`config.mk`:
```
export PLATFORM = sky130hd
export DESIGN_NAME = panel_display_flat
export DESIGN_NICKNAME = d
export VERILOG_FILES = /design/src/rtl/panel_display_if.sv /design/src/rtl/panel_display.sv /design/src/flat_wrapper.sv
export SDC_FILE = /design/constraint.sdc
export NUM_CORES = 1
export LEC_CHECK = 0
export CORE_MARGIN = 2
export CORE_UTILIZATION = 58
export DETAILED_ROUTE_END_ITERATION = 7
export GPL_ROUTABILITY_DRIVEN = 0
export GPL_TIMING_DRIVEN = 1
export HOLD_SLACK_MARGIN = 0.08
export PLACE_DENSITY = 0.83
export SETUP_SLACK_MARGIN = 0.3
export SYNTH_ARGS = -nofsm -noshare
export SYNTH_HDL_FRONTEND = slang
export SYNTH_SLANG_ARGS = --single-unit
```
`constraint.sdc`:
```
create_clock -name clk -period 4.6 [get_ports clk]
set_clock_uncertainty 0.15 [all_clocks]
set_input_delay 0.69 -clock clk [delete_from_list [all_inputs] [get_ports clk]]
set_output_delay 0.69 -clock clk [all_outputs]
set_load 0.01 [all_outputs]
```
`src/rtl/panel_display_if.sv`:
```
// Front-panel display bus: CPU-side value/dots/update/blank in, LED segment and anode drive out.
interface panel_display_if;
  logic [11:0] value;
  logic [3:0]  dots;
  logic        update;
  logic        blank;
  logic [7:0]  sevenseg;
  logic [3:0]  sevenseg_an;
  logic        frame;

  modport master (
    output value, dots, update, blank,
    input  sevenseg, sevenseg_an, frame
  );

  modport slave (
    input  value, dots, update, blank,
    output sevenseg, sevenseg_an, frame
  );
endinterface

```
`src/rtl/panel_display.sv`:
```
// Four-digit multiplexed octal seven-segment driver with frame-aligned double buffering
// and an anode-off guard at the start of every digit slot.
module panel_display #(
  parameter int SCAN_DIV = 12500,
  parameter int GHOST    = 16
) (
  input  logic           clk,
  input  logic           reset,
  panel_display_if.slave bus
);
  localparam int            PW        = (SCAN_DIV > 1) ? $clog2(SCAN_DIV) : 1;
  localparam logic [PW-1:0] PCNT_TC   = PW'(SCAN_DIV - 1);
  localparam logic [PW-1:0] GHOST_END = PW'(GHOST);

  logic [PW-1:0] pcnt;
  logic [1:0]    idx;
  logic [15:0]   disp;
  logic [15:0]   shadow;
  logic [15:0]   live;
  logic          pending;
  logic          tc;
  logic          boundary;
  logic          in_ghost;
  logic          dot;
  logic [2:0]    digit;
  logic [6:0]    seg_code;

  assign live     = {bus.dots, bus.value};
  assign tc       = (pcnt == PCNT_TC);
  assign boundary = tc && (idx == 2'd3);
  assign in_ghost = (GHOST > 0) && (pcnt < GHOST_END);

  always_comb begin
    digit    = 3'd0;
    seg_code = 7'h7F;
    case (idx)
      2'd0: digit = disp[2:0];
      2'd1: digit = disp[5:3];
      2'd2: digit = disp[8:6];
      2'd3: digit = disp[11:9];
      default: digit = 3'd0;
    endcase
    dot = disp[{2'b11, idx}];
    // active-low g..a patterns for octal digits
    case (digit)
      3'd0: seg_code = 7'h40;
      3'd1: seg_code = 7'h79;
      3'd2: seg_code = 7'h24;
      3'd3: seg_code = 7'h30;
      3'd4: seg_code = 7'h19;
      3'd5: seg_code = 7'h12;
      3'd6: seg_code = 7'h02;
      3'd7: seg_code = 7'h78;
      default: seg_code = 7'h7F;
    endcase
  end

  always_ff @(posedge clk) begin
    if (reset) begin
      pcnt            <= '0;
      idx             <= 2'd0;
      disp            <= 16'h0000;
      shadow          <= 16'h0000;
      pending         <= 1'b0;
      bus.sevenseg    <= 8'hFF;
      bus.sevenseg_an <= 4'hF;
      bus.frame       <= 1'b0;
    end else begin
      if (tc) begin
        pcnt <= '0;
        idx  <= idx + 2'd1;
      end else begin
        pcnt <= pcnt + PW'(1);
      end

      if (bus.update) shadow <= live;

      // a capture coinciding with the boundary bypasses the shadow register
      if (boundary) begin
        if (bus.update)   disp <= live;
        else if (pending) disp <= shadow;
        pending <= 1'b0;
      end else if (bus.update) begin
        pending <= 1'b1;
      end

      bus.sevenseg    <= {~dot, seg_code};
      bus.sevenseg_an <= (bus.blank || in_ghost) ? 4'hF : ~(4'b0001 << idx);
      bus.frame       <= boundary;
    end
  end
endmodule

```
`src/flat_wrapper.sv`:
```
// flat-port wrapper written by rule: the top's interface ports become plain ports
module panel_display_flat 
#(
  parameter int SCAN_DIV = 12500,
  parameter int GHOST    = 16
)
  (clk, reset, bus_value, bus_dots, bus_update, bus_blank, bus_sevenseg, bus_sevenseg_an, bus_frame);
  panel_display_if bus_i ();
  input  logic clk;
  input  logic reset;
  input wire logic [$bits(bus_i.value)-1:0] bus_value;
  input wire logic [$bits(bus_i.dots)-1:0] bus_dots;
  input wire logic [$bits(bus_i.update)-1:0] bus_update;
  input wire logic [$bits(bus_i.blank)-1:0] bus_blank;
  output wire logic [$bits(bus_i.sevenseg)-1:0] bus_sevenseg;
  output wire logic [$bits(bus_i.sevenseg_an)-1:0] bus_sevenseg_an;
  output wire logic [$bits(bus_i.frame)-1:0] bus_frame;
  assign bus_i.value = bus_value;
  assign bus_i.dots = bus_dots;
  assign bus_i.update = bus_update;
  assign bus_i.blank = bus_blank;
  assign bus_sevenseg = bus_i.sevenseg;
  assign bus_sevenseg_an = bus_i.sevenseg_an;
  assign bus_frame = bus_i.frame;
  panel_display #(.SCAN_DIV(SCAN_DIV), .GHOST(GHOST)) u_core (.clk(clk), .reset(reset), .bus(bus_i));
endmodule
```
==> impl_results.md, run 1 <==
- Outcome: finished, final reports clean
- FMAX: 342 MHz
- Avg Vias per Cell: 5.18
- Mapped Avg Cell Area: 10.5 sq um
- Die Span X: slightly above 70 um
- Routed length per instance: 13.9 um
- Worst Path Arrival: 3.00 ns
- Congestion Overflow GR: 0
- Int Pwr: 0.000861 W
- Sequential power share: approximately half
- Global-route met2 utilization: 34.7%
- CTS Root Cell: clkbuf_8
- Initial DRC Count: between 100 and 150
- Primary FF master, synth: dfxtp_1
- Hold Path Class: register to register
- Crit path buf inv count: 0
- Most common cell after layout, fill and taps aside: dfxtp_1
- Final setup viols: 0
- Crit path max-delay family: simple AND/OR/NAND/NOR gates
- GR Util met1: 25.2%
- R2R Path End: u_core.disp[4]$_SDFFE_PP0P_
- R2R Setup Slk: ~1.7 ns
- CTS Hold Bufs: 0
- Design area: 0.00312 sq mm
- Worst slew pin tran: about 1.2 ns
- CP startpoint kind: register
- Crit path max fanout: 16
- Clock share of power: 43.6%
- Clock Latency Late Sink: 0.33 ns
- Initial Util: 60.0%
- Synthesized instance count: 248
- Inst Count DP: 322
- First-pass GRT wire length: between 8000 and 9000 um
- Sw frac: 21.0%
- Static leakage: 1.26 nW
- Cts bufs inserted: 9
- Reg-to-reg startpoint: u_core.pcnt[11]$_SDFF_PP0_
- Share of layout cells above drive strength 1: 13.6%
- FP Rows: 24
- CTS tree: yes
- Crit-path cells: or4_4 -> nor4_4 -> and3b_1 -> mux2_2
- Sequential share of the synthesized area: 47.8%
- Area after DPL: 0.00292 sq mm
- Initial antenna violation count: 0
- WS Path Type: register to register
- CTS Buffer Depth: 2
- EDFF count, synth: 0
- Syn. warnings: 0
- CP max stage cell: and3b_1
- CTS resizes: 0
- Switching pwr: between 0.0002 and 0.00025 W
- Min Tclk post-route: 2.93 ns
- Most Crowded Layer GR: met2
- Vias: 1751
- Hold endpoint: u_core.pcnt[0]$_SDFF_PP0_
- TritonRoute pass-1 iters: 5
- Rel. slew slack: 19.3%
- Clock transition at path regs: 0.07 ns
- Post-Syn Nets: around 280
- Unrepaired setup endpoints after global routing: false
- Number of fill cells: roughly 330
- IO buf count: 32
- Max Slew Vio Count: 0
- Die area: a little over 0.005 sq mm
- Overall Global Routing Usage: 20.9%
- Combinational power share: 5.4%
- Area Growth Syn to Fin: 20.1%
- Largest net degree at the start of global routing: 36
- Worst Hold Depth: 1
- Total of max-cap violations: 0
- Post-DP HPWL: about 3200 um
- Layout Cells excl Fill: between 300 and 400
- Final Net Count: between 300 and 400
- Sink Count: 62
- Post-DRT Antenna Nets: 0
- Core Region: about 0.0043 sq mm
- Endpoint class of the critical path: register
- Die H: slightly above 70 um
- Cell area after synthesis: 0.00259 sq mm
- DRC violations left: 0
- Setup TNS: 0 ns
- Crit path required time: between 4 and 5 ns
- Clock H-tree levels: 3
- Met3 Use GR: around 5.4%
- # IOs: 33
- Final cycle utilization of the critical path: 63.6%
- Asr flop ratio synth: 0%
- Max VDD drop: 211 uV
- Cell variety after synth: 35
- Yosys reg bits: 62
- Cell area power density: 350 mW/mm^2
- Worst reg-to-reg path cell count: 4
- Final hold vios: 0
- Vias in the first global route: 1727
- Total Wirelength: 4710 um
- Postcts setup bufs: 0
- Crit-path max cell delay: roughly 0.85 ns
- Commonest cells after routing, fill and taps aside: dfxtp_1, nor2_1, clkdlybuf4s50_1, mux2i_1
- Diode count: 0
- Hold Crit Start: u_core.pcnt[0]$_SDFF_PP0_
-- worst reg2reg max path, cell delays in order (launching register included) --
cell and delay [ns]:
dfxtp_1 0.36, or4_4 0.58, nor4_4 0.45, and3b_1 0.85
mux2_2 0.43
-- registers in the layout, summed over array words and instances (netlist names) --
signal,flops
u_core.bus.sevenseg_an,4
u_core.idx,2
u_core.pcnt,14
u_core.bus.sevenseg,8
u_core.pending,1
u_core.shadow,16
u_core.disp,16
u_core.bus.frame,1
-- area by class of cell --
type | count | area, sq um | area share, %
repair buffers | 34 | 335 | 10.8
clock inverters | 4 | 45.0 | 1.45
flip-flops and latches | 62 | 1240 | 39.8
inverters | 10 | 37.5 | 1.20
clock buffers | 12 | 155 | 4.98
multi-input cells | 164 | 1240 | 39.7
well taps | 52 | 65.1 | 2.09
-- cell usage after synthesis, types with 2 or more instances --
library cell | count | area share (%)
nand2_1 | 13 | 1.9
xor2_1 | 2 | 0.68
a222oi_1 | 3 | 1.2
nor3_1 | 7 | 1.3
mux2i_1 | 19 | 7.3
nor4_1 | 4 | 0.96
nand3_1 | 5 | 0.96
ha_1 | 11 | 5.3
a211o_1 | 2 | 0.68
xnor2_1 | 11 | 3.7
nor2b_1 | 13 | 3.1
clkbuf_1 | 6 | 0.87
dfxtp_1 | 62 | 48
buf_6 | 2 | 0.87
mux2_2 | 8 | 3.5
mux2_4 | 10 | 5.8
nand4b_1 | 2 | 0.68
nor2_1 | 42 | 6.1
inv_1 | 10 | 1.4
-- metrics by stage --
stage                     utilization [%]  hold WS [ns]  total power, W  worst slack, ns
after global routing                 72.1         0.315         0.00113             1.54
after detailed placement             67.4         0.289        0.000627             1.52
after global placement               67.4         0.282        0.000625             1.58
after floorplan                         -         0.268        0.000599             2.31
after CTS                            72.1         0.298         0.00110             1.65
final                                72.1         0.296         0.00109             1.67
-- cell families after synthesis --
kind of cell	Yosys count	share of synthesized area, %
buffers and inverters	22	4.48
adder cells (fa/ha/maj)	11	5.30
XOR/XNOR	13	4.39
flip-flops	62	47.8
AO/OA/AOI/OAI	9	2.89
AND/OR/NAND/NOR	93	17.6
multiplexers	38	17.5
-- power by group through the flow --
| stage | Sequential [W] | Combinational [W] | Clock (W) |
|---|---|---|---|
| 2_1_floorplan | 0.000568 | 0.0000307 | 0 |
| 3_3_place_gp | 0.000567 | 0.0000581 | 0 |
| 3_5_place_dp | 0.000567 | 0.0000592 | 0 |
| 4_1_cts | 0.000556 | 0.0000600 | 0.000481 |
| 5_1_grt | 0.000556 | 0.0000653 | 0.000507 |
| 6_report | 0.000555 | 0.0000593 | 0.000475 |
-- per-layer routing --
layer | vias up | routed length, um | share of wire [%]
li1 | 895 | - | -
met2 | 31 | 2310 | 49
met5 | - | 0 | 0
met1 | 815 | 2090 | 44
met4 | 0 | 99 | 2.1
met3 | 10 | 200 | 4.2
-- worst max path at each step --
stage	startpoint	end	slack [ns]	depth (start not counted)
2_1_floorplan	u_core.pcnt[11]$_SDFF_PP0_	u_core.disp[10]$_SDFFE_PP0P_	2.31	6
3_3_place_gp	bus_update	u_core.disp[1]$_SDFFE_PP0P_	1.58	5
3_5_place_dp	bus_update	u_core.disp[5]$_SDFFE_PP0P_	1.52	5
4_1_cts	u_core.pcnt[11]$_SDFF_PP0_	u_core.disp[4]$_SDFFE_PP0P_	1.65	4
5_1_grt	u_core.pcnt[11]$_SDFF_PP0_	u_core.disp[1]$_SDFFE_PP0P_	1.54	4
6_report	u_core.pcnt[11]$_SDFF_PP0_	u_core.disp[4]$_SDFFE_PP0P_	1.67	4
Power figures use the tool's default switching activity.
==> run 2: changes to the inputs <==
CORE_UTILIZATION = 49   (was 58)
PLACE_DENSITY = 0.75   (was 0.83)
clock period = 2.5 ns   (was 4.6 ns; I/O delays follow)
==> run 2 against run 1 <==
Compared with the run above: fmax increased by 39%; first-iteration DRC count fell by 14%; power is 92% higher; critical path type unchanged; critical endpoint is now u_core.disp[3]$_SDFFE_PP0P_.
==> impl_results.md, run 2 (same netlist as run 1, synthesis figures left out) <==
- Hold Path Class: register to register (unchanged)
- Max Slew Vio Count: 0 (unchanged)
- Die H: 76.8 um (was 70.9 um)
- Initial Util: 50.8% (was 60.0%)
- Layout Cells excl Fill: 362 (was 338)
- DRC violations left: 0 (unchanged)
- Area of the multi-input gates: 0.00124 sq mm (about the same)
- Avg Vias per Cell: 4.91 (was 5.18)
- Highest Signal Layer: met4 (unchanged)
- Inst Count DP: 343 (was 322)
- Total of max-cap violations: 0 (unchanged)
- Unrepaired setup endpoints after global routing: true (was false)
- Reg-to-reg startpoint: u_core.pcnt[11]$_SDFF_PP0_ (unchanged)
- # IOs: 33 (unchanged)
- Die Span X: 76.8 um (was 70.9 um)
- Largest net degree at the start of global routing: 47 (was 36)
- CP startpoint kind: register (unchanged)
- M1 WL: 2080 um (was 2090 um)
- Cts bufs inserted: 9 (unchanged)
- Rel. slew slack: 65.4% (was 19.3%)
- Met3 WL post-DR: 224 um (was 200 um)
- TritonRoute pass-1 iters: 7 (was 5)
- CTS Buffer Depth: 2 (unchanged)
- Share of layout cells above drive strength 1: 16.8% (was 13.6%)
- Initial DRC Count: 90 (was 105)
- Routed length per instance: 12.5 um (was 13.9 um)
- Final core utilization: 63.5% (was 72.1%)
- Crit path max fanout: 16 (unchanged)
- Clock Latency Late Sink: 0.34 ns (was 0.33 ns)
- Final cycle utilization of the critical path: 84.0% (was 63.6%)
- Congestion Overflow GR: 0 (unchanged)
- Number of fill cells: 424 (was 332)
- Crit path from: u_core.pcnt[11]$_SDFF_PP0_ (unchanged)
- Met2 routed wirelength: 2150 um (was 2310 um)
- CTS tree: yes (unchanged)
- Vias in the first global route: 1867 (was 1727)
- Area Growth Syn to Fin: 25.0% (was 20.1%)
- Largest registers in the final layout: u_core.disp x16, u_core.shadow x16, u_core.pcnt x14 (unchanged)
- Most common cell after layout, fill and taps aside: dfxtp_1 (unchanged)
- Sink Count: 62 (unchanged)
- Crit path required time: 2.58 ns (was 4.67 ns)
- Worst reg-to-reg path cell count: 5 (was 4)
- FMAX: 476 MHz (was 342 MHz)
- Diode count: 0 (unchanged)
- Worst slew pin tran: 0.514 ns (was 1.21 ns)
- Commonest cells after routing, fill and taps aside: dfxtp_1, nor2_1, clkdlybuf4s50_1, mux2i_1 (unchanged)
- Vias: 1776 (was 1751)
- Final Net Count: 318 (was 312)
- CTS Root Cell: clkbuf_8 (unchanged)
- Overall Global Routing Usage: 17.5% (was 20.9%)
- Final setup viols: 0 (unchanged)
- Min Tclk post-route: 2.10 ns (was 2.93 ns)
- Total Wirelength: 4510 um (was 4710 um)
- FP Rows: 26 (was 24)
- Clock H-tree levels: 3 (unchanged)
- Post-DRT Antenna Nets: 0 (unchanged)
- FF+latch area: 0.00125 sq mm (was 0.00124 sq mm)
- Clock transition at path regs: 0.07 ns (about the same)
- First-pass GRT wire length: 8300 um (was 8090 um)
- Core Region: 0.00511 sq mm (was 0.00432 sq mm)
- Endpoint class of the critical path: register (unchanged)
- Final hold vios: 0 (unchanged)
- R2R Path End: u_core.disp[3]$_SDFFE_PP0P_ (was u_core.disp[4]$_SDFFE_PP0P_)
- Cell area power density: 645 mW/mm^2 (was 350 mW/mm^2)
- R2R Setup Slk: 0.40 ns (was 1.67 ns)
- CTS Hold Bufs: 0 (unchanged)
- Setup TNS: 0 ns (unchanged)
- IO buf count: 32 (unchanged)
- Die area: 0.00589 sq mm (was 0.00503 sq mm)
- Max VDD drop: 452 uV (was 211 uV)
- Worst Path Arrival: 2.18 ns (was 3.00 ns)
- Initial antenna violation count: 0 (unchanged)
- Worst setup path end: u_core.disp[3]$_SDFFE_PP0P_ (was u_core.disp[4]$_SDFFE_PP0P_)
- Post-DP HPWL: 3110 um (was 3190 um)
- Static leakage: 1.31 nW (was 1.26 nW)
- Outcome: finished, final reports clean (unchanged)
- WS Path Type: register to register (unchanged)
==> run 2: cell count changes in the layout (fill, tap and decap cells not counted), sizes merged <==
cell,change
bufinv,+1
clkinvlp,+2
clkbuf,-2
buf,+6
clkinv,-1
==> run 2: power by group <==
group	internal (W)	total (W)	switching, W
Clock	0.000584	0.000959	0.000375
Combinational	0.0000629	0.000111	0.0000482
Sequential	0.00101	0.00102	0.00000829
==> run 2: layout make-up <==
cell class | instances | area share [%]
clock inverter | 6 | 2.62
tap | 70 | 2.70
clock buffer | 10 | 4.24
inverter | 10 | 1.16
sequential | 62 | 38.4
multi-input combinational | 164 | 38.3
timing repair buffer | 40 | 12.5
==> run 2: worst max-delay path, cell delays in order, from the launching register on <==
cell and delay (ns):
dfxtp_1 0.35, or4_4 0.57, nor4_4 0.16, and3b_1 0.24
buf_12 0.18, mux2_2 0.35
==> run 2: worst min path at each step <==
stage                                         start                        end  cells past startpoint
final                     u_core.pcnt[0]$_SDFF_PP0_  u_core.pcnt[0]$_SDFF_PP0_                      1
after global routing      u_core.pcnt[0]$_SDFF_PP0_  u_core.pcnt[0]$_SDFF_PP0_                      1
after CTS                 u_core.pcnt[0]$_SDFF_PP0_  u_core.pcnt[0]$_SDFF_PP0_                      1
after detailed placement  u_core.pcnt[0]$_SDFF_PP0_  u_core.pcnt[0]$_SDFF_PP0_                      1
after global placement    u_core.pcnt[0]$_SDFF_PP0_  u_core.pcnt[0]$_SDFF_PP0_                      1
after floorplan           u_core.pcnt[0]$_SDFF_PP0_  u_core.pcnt[0]$_SDFF_PP0_                      1
==> run 2: what timing repair did <==
item / CTS / global route
pin swaps: 0 / 2
resized for setup: 1 / 4
setup endpoints to repair: 3 / 6
buffers inserted: 0 / 3
==> run 2: per-layer routing <==
layer,global-route usage [%],vias up
met5,0,-
met2,28.9,34
li1,-,906
met1,20.3,830
met3,6.12,6
met4,8.18,0
==> run 2: per-stage QoR <==
step / area, sq um / total power (W) / setup slack [ns] / hold WS (ns)
final: 3240 / 0.00209 / 0.399 / 0.304
after global routing: 3240 / 0.00218 / 0.291 / 0.339
after CTS: 3210 / 0.00212 / 0.341 / 0.311
after detailed placement: 2990 / 0.00116 / 0.267 / 0.286
after global placement: 2990 / 0.00115 / 0.351 / 0.279
after floorplan: 2590 / 0.00110 / 0.326 / 0.268
